### config.mk
export PLATFORM = sky130hd
export DESIGN_NAME = voice_ram_preload
export DESIGN_NICKNAME = d
export VERILOG_FILES = /design/src/rtl/voice_ram_preload.sv
export SDC_FILE = /design/constraint.sdc
export NUM_CORES = 2
export LEC_CHECK = 0
export ABC_AREA = 1
export BUFFER_PORTS_ARGS = -buffer_cell sky130_fd_sc_hd__buf_2
export CORE_MARGIN = 5
export CORE_UTILIZATION = 25
export CTS_CLUSTER_SIZE = 30
export DETAILED_ROUTE_END_ITERATION = 8
export MAX_ROUTING_LAYER = met4
export PLACE_DENSITY = 0.51
export SLEW_MARGIN = 20
export SYNTH_ARGS = -nofsm -noshare
export SYNTH_HDL_FRONTEND = slang
export SYNTH_SLANG_ARGS = --single-unit
### constraint.sdc
create_clock -name clk -period 12.7 [get_ports clk]
set_clock_uncertainty 0.2 [all_clocks]
set_input_delay 0 -clock clk [delete_from_list [all_inputs] [get_ports clk]]
set_output_delay 0 -clock clk [all_outputs]
set_load 0.1 [all_outputs]
### src/rtl/voice_ram_preload.sv
// ROM-preloaded voice/patch RAM: copies the instrument ROM into RAM after reset
// or reload, then serves a byte-enabled rw port and a read-only port.
module voice_ram_preload #(
  parameter int DATA_W  = 64,
  parameter int DEPTH   = 38,
  parameter int ADDR_W  = 6,
  parameter int ROM_LAT = 2
) (
  input  logic                clk,
  input  logic                reset,
  input  logic                wr,
  input  logic [DATA_W/8-1:0] wbe,
  input  logic [ADDR_W-1:0]   rwaddr,
  input  logic [DATA_W-1:0]   idata,
  input  logic [ADDR_W-1:0]   roaddr,
  output logic [DATA_W-1:0]   odata,
  output logic [DATA_W-1:0]   rodata,
  input  logic                reload,
  output logic                ready,
  output logic                wr_drop,
  output logic [ADDR_W-1:0]   rom_addr,
  input  logic [DATA_W-1:0]   rom_data
);
  localparam int NB = DATA_W / 8;
  localparam int WCNT_W = (ROM_LAT > 1) ? $clog2(ROM_LAT) : 1;
  localparam logic [ADDR_W-1:0] LAST = ADDR_W'(DEPTH - 1);

  typedef enum logic [1:0] {ISSUE, WAIT, STORE, RUN} state_t;

  state_t              state_q;
  logic [ADDR_W-1:0]   idx_q;
  logic [WCNT_W-1:0]   wcnt_q;
  logic                ready_q, wr_drop_q;
  logic [ADDR_W-1:0]   rom_addr_q;
  logic [DATA_W-1:0]   odata_q, rodata_q;
  logic [DATA_W-1:0]   mem [DEPTH];

  logic                in_run, rw_ok, ro_ok, wr_ok, ready_d, last_store;
  logic [DATA_W-1:0]   rw_word, ro_word, merged, odata_d, rodata_d;

  assign in_run     = (state_q == RUN);
  assign rw_ok      = (rwaddr <= LAST);
  assign ro_ok      = (roaddr <= LAST);
  assign wr_ok      = wr && in_run && !reload && rw_ok && !reset;
  assign last_store = (state_q == STORE) && (idx_q == LAST);
  // Next-cycle ready; outputs are gated on it so they are zero whenever ready is low.
  assign ready_d    = last_store || (in_run && !reload);

  always_comb begin
    rw_word = '0;
    ro_word = '0;
    // The final STORE edge also loads the outputs, so forward the entry being stored.
    if (rw_ok) rw_word = (last_store && rwaddr == idx_q) ? rom_data : mem[rwaddr];
    if (ro_ok) ro_word = (last_store && roaddr == idx_q) ? rom_data : mem[roaddr];
    merged = rw_word;
    for (int b = 0; b < NB; b++)
      if (wbe[b]) merged[8*b +: 8] = idata[8*b +: 8];
    odata_d  = '0;
    rodata_d = '0;
    if (ready_d) begin
      odata_d  = wr_ok ? merged : rw_word;
      rodata_d = (wr_ok && roaddr == rwaddr) ? merged : ro_word;
    end
  end

  always_ff @(posedge clk) begin
    if (reset) begin
      state_q    <= ISSUE;
      idx_q      <= '0;
      wcnt_q     <= '0;
      ready_q    <= 1'b0;
      odata_q    <= '0;
      rodata_q   <= '0;
      wr_drop_q  <= 1'b0;
      rom_addr_q <= '0;
    end else begin
      wr_drop_q <= wr && (!in_run || reload || !rw_ok);
      odata_q   <= odata_d;
      rodata_q  <= rodata_d;
      case (state_q)
        ISSUE: begin
          rom_addr_q <= idx_q;
          wcnt_q     <= WCNT_W'(ROM_LAT - 1);
          state_q    <= WAIT;
        end
        WAIT: begin
          if (wcnt_q == '0) state_q <= STORE;
          else              wcnt_q  <= wcnt_q - 1'b1;
        end
        STORE: begin
          if (idx_q == LAST) begin
            state_q <= RUN;
            ready_q <= 1'b1;
          end else begin
            idx_q   <= idx_q + 1'b1;
            state_q <= ISSUE;
          end
        end
        RUN: begin
          if (reload) begin
            idx_q   <= '0;
            ready_q <= 1'b0;
            state_q <= ISSUE;
          end
        end
        default: state_q <= ISSUE;
      endcase
    end
  end

  // RAM array kept out of reset; init rewrites every entry.
  always_ff @(posedge clk) begin
    if (!reset) begin
      if (state_q == STORE) mem[idx_q]  <= rom_data;
      else if (wr_ok)       mem[rwaddr] <= merged;
    end
  end

  assign odata    = odata_q;
  assign rodata   = rodata_q;
  assign ready    = ready_q;
  assign wr_drop  = wr_drop_q;
  assign rom_addr = rom_addr_q;
endmodule
==> summary.txt <==
Status
  • Status: finished clean

Route
  • Wirelength per Cell: 26.96 um
  • Initial DRC count: 15766
  • Via density: 5.342
  • Vias: 112545
  • First-pass detailed-route iteration total: 6
  • DRT antenna net count: 0
  • DRC errors left: 0
  • Detailed Route WL: 568000 um

Clocking
  • CTS buffer count: 278
  • Post-CTS Setup Repair Bufs: 0
  • Clock transition at path regs: 60 ps
  • Clk_lat worst skew: 900 ps
  • CTS sink cnt: 2577
  • Max Root-Sink Buffers: 4
  • Clk root buf: clkbuf_16
  • H-tree depth: 5
  • CTS tree: built

Run
  • MaxCap Viol Count: 0

Floorplanning
  • Core area: 508800 um^2
  • Die W: 724.1 um
  • DIE HEIGHT: 724.1 um
  • Initial Util: 25.06%
  • Die area: 524300 um^2
  • Number of cell rows: 262
  • Ports: 288

Critical path
  • Max stage delay on crit path: 810 ps
  • Worst Path Buf+Inv: 6
  • Most common cell on crit path: buf_4
  • Worst Path Max Fanout: 38
  • Critical Path, Cell by Cell: nand2_1, nor2_1, inv_1, nor2_2, nand3_4, buf_4, inv_4, or2_2, o21ai_2, inv_1, nand2_1, nor2_4, buf_4, buf_4
  • Kind of critical path: reg -> reg
  • Arr. time, crit path: 6520 ps
  • Setup crit end kind: flop
  • Worst path slowest cell: buf_4
  • Worst EP required: 13000 ps
  • Critical path launch point type: flop
  • Delay-heaviest family, CP: buffers and inverters

Yosys
  • Synth Warn #: 0
  • Mean Syn Cell Area: 9.237 um^2
  • Yosys reg bits: 2577
  • Post-synthesis cell type count: 43
  • Post-Syn Instances: 13801
  • Synthesized area: 127500 um^2
  • Post-synthesis sequential area ratio: 59.56%
  • Syn_nets: 13955

Power
  • Max IR drop VDD: 117.0 uV
  • PD cells: 130.4 nW/um^2
  • Static leakage: 54.96 nW

Global route
  • Grt ovf: 0
  • Number of global-route vias before repair: 104774
  • Initial antenna violation count: 21
  • Largest net degree at the start of global routing: 178
  • First-pass GRT wire length: 794400 um
  • Total Routing Usage GR: 21.33%

Final layout
  • Commonest non-fill, non-tap cells in the layout: nand2_1 (3914), edfxtp_1 (2432), nand3_1 (1422)
  • Share of layout cells above drive strength 1: 8.031%
  • Layout fillers: 52677
  • Commonest non-fill, non-tap cell in the layout: nand2_1
  • Area grow syn2layout: 16.87%
  • # nets final: 14268

STA
  • RSZ-0062 raised after global routing: no
  • Final hold violation count: 0
  • Slew margin rel.: 18.45%
  • Worst-Margin Slew: 1223 ps
  • Max Slew Vio Count: 0
  • Fmax: 160.7 MHz
  • Count of final setup violators: 0
  • Tcrit/Tclk final: 49.00%
  • Post-layout min period: 6223 ps
  • TNS Setup: 0 ps
  • Setup WS post-layout: 6477 ps

Placed design
  • Setup WS pre-CTS: 6234 ps
  • HPWL after DPL: 312100 um
  • Buffers on Ports: 287
  • Placer congestion estimate: 0.8825

Worst hold path
  • Class of the worst hold path: in -> reg
[kinds of logic after synthesis]
group	after synthesis	synth area share, %
XOR/XNOR	5	0.03435
buffers and inverters	2128	7.144
flip-flops	2577	59.56
adder cells (fa/ha/maj)	2	0.01963
AO/OA/AOI/OAI	3035	13.47
AND/OR/NAND/NOR	6054	19.77
[worst reg2reg max path, cell delays in order (launching register included)]
cell and delay (ps):
dfxtp_1 420, nand2_1 90, nor2_1 140, inv_1 90, nor2_2 190, nand3_4 440, buf_4 520, inv_4 560
or2_2 260, o21ai_2 90, inv_1 150, nand2_1 320, nor2_4 810, buf_4 700, buf_4 850
[sequential cells by signal (all words and copies together), names as in the netlist]
register	flops
idx_q	6
rom_addr	6
state_q	2
wr_drop	1
mem	2432
ready	1
odata	64
rodata	64
wcnt_q	1
[per-layer routing]
metal	up-vias	global-route usage [%]	wire, um
met5	-	-	0
met4	0	11.02	34960
met3	1471	3.861	62780
met2	7290	31.21	244200
met1	55210	28.18	226100
li1	48574	-	-
[cells in the mapped netlist]
master | instances | area share, %
nand2_1 | 3920 | 12
edfxtp_1 | 2432 | 57
nand3_1 | 1422 | 5.6
a21oi_1 | 1125 | 4.4
inv_1 | 1076 | 3.2
o21ai_0 | 929 | 3.6
nor2_1 | 459 | 1.4
o211ai_1 | 458 | 2.7
buf_2 | 452 | 1.8
clkbuf_1 | 340 | 1.0
o21ai_1 | 193 | 0.76
nand4_1 | 161 | 0.79
dfxtp_1 | 145 | 2.3
buf_1 | 122 | 0.36
a31oi_1 | 90 | 0.44
buf_4 | 88 | 0.52
a22oi_1 | 85 | 0.50
a221oi_1 | 72 | 0.49
or2_2 | 53 | 0.26
o2111ai_1 | 35 | 0.24
buf_6 | 28 | 0.25
o22ai_1 | 28 | 0.14
nor3_1 | 16 | 0.063
o221ai_1 | 16 | 0.11
inv_2 | 11 | 0.032
clkinv_1 | 9 | 0.026
nor2_4 | 5 | 0.044
nor2_2 | 4 | 0.020
xnor2_1 | 4 | 0.027
a22o_1 | 3 | 0.021
nor4_1 | 3 | 0.015
ha_1 | 2 | 0.020
nand3_2 | 2 | 0.016
nand4_2 | 2 | 0.020
nor3_2 | 2 | 0.016
nor3b_1 | 2 | 0.012
buf_8 | 1 | 0.012
inv_4 | 1 | 0.0049
nand2_2 | 1 | 0.0049
nor2_8 | 1 | 0.016
nor4_4 | 1 | 0.017
o21ai_2 | 1 | 0.0069
xor2_1 | 1 | 0.0069
[final cells by class]
| cell class | instances | area, um^2 | share of cell area [%] |
|---|---|---|---|
| well taps | 6732 | 8423 | 5.653 |
| repair buffers | 1064 | 8881 | 5.961 |
| inverters | 1097 | 4200 | 2.819 |
| multi-input cells | 9096 | 43030 | 28.88 |
| clock inverters | 116 | 915.9 | 0.6147 |
| clock buffers | 369 | 7560 | 5.074 |
| diodes | 18 | 45.04 | 0.03023 |
| flip-flops and latches | 2577 | 75930 | 50.96 |
[path summary, 6_finish.rpt]
check / from / end / slack [ps] / cells after the start
worst max register to register: state_q[1] / mem[27][57] / 6480 / 14
worst min-delay path: rom_data[52] / odata[52] / 60 / 8
worst min register to register: wcnt_q / state_q[0] / 330 / 2
worst max-delay path: state_q[1] / mem[27][57] / 6480 / 14
[through the flow]
stage | utilization [%] | instances | power (mW) | hold slack (ps) | area [um^2]
2_1_floorplan | - | 13801 | 10.64 | -130.9 | 127500
3_3_place_gp | 26.69 | 20101 | 11.45 | 93.08 | 135800
3_5_place_dp | 26.69 | 20101 | 11.45 | 87.64 | 135800
4_1_cts | 29.27 | 21050 | 19.44 | 1.809 | 148900
5_1_grt | 29.28 | 21067 | 19.94 | 105.6 | 149000
6_report | 29.28 | 21069 | 19.42 | 57.62 | 149000
[repair_timing]
item / 4_1_cts / 5_1_grt
hold buffers: 464 / 0
endpoints found under the hold margin: 2539 / 0
resized for setup: 0 / 0
[report_power, final]
group          switching, mW  leakage (nW)  internal (mW)
Clock                   3.53          4.15           4.45
Combinational           1.58          27.8          0.547
Sequential            0.0111          23.0           9.30
Total                   5.12          55.0           14.3
Note: power is estimated with default switching activity, not from simulation.
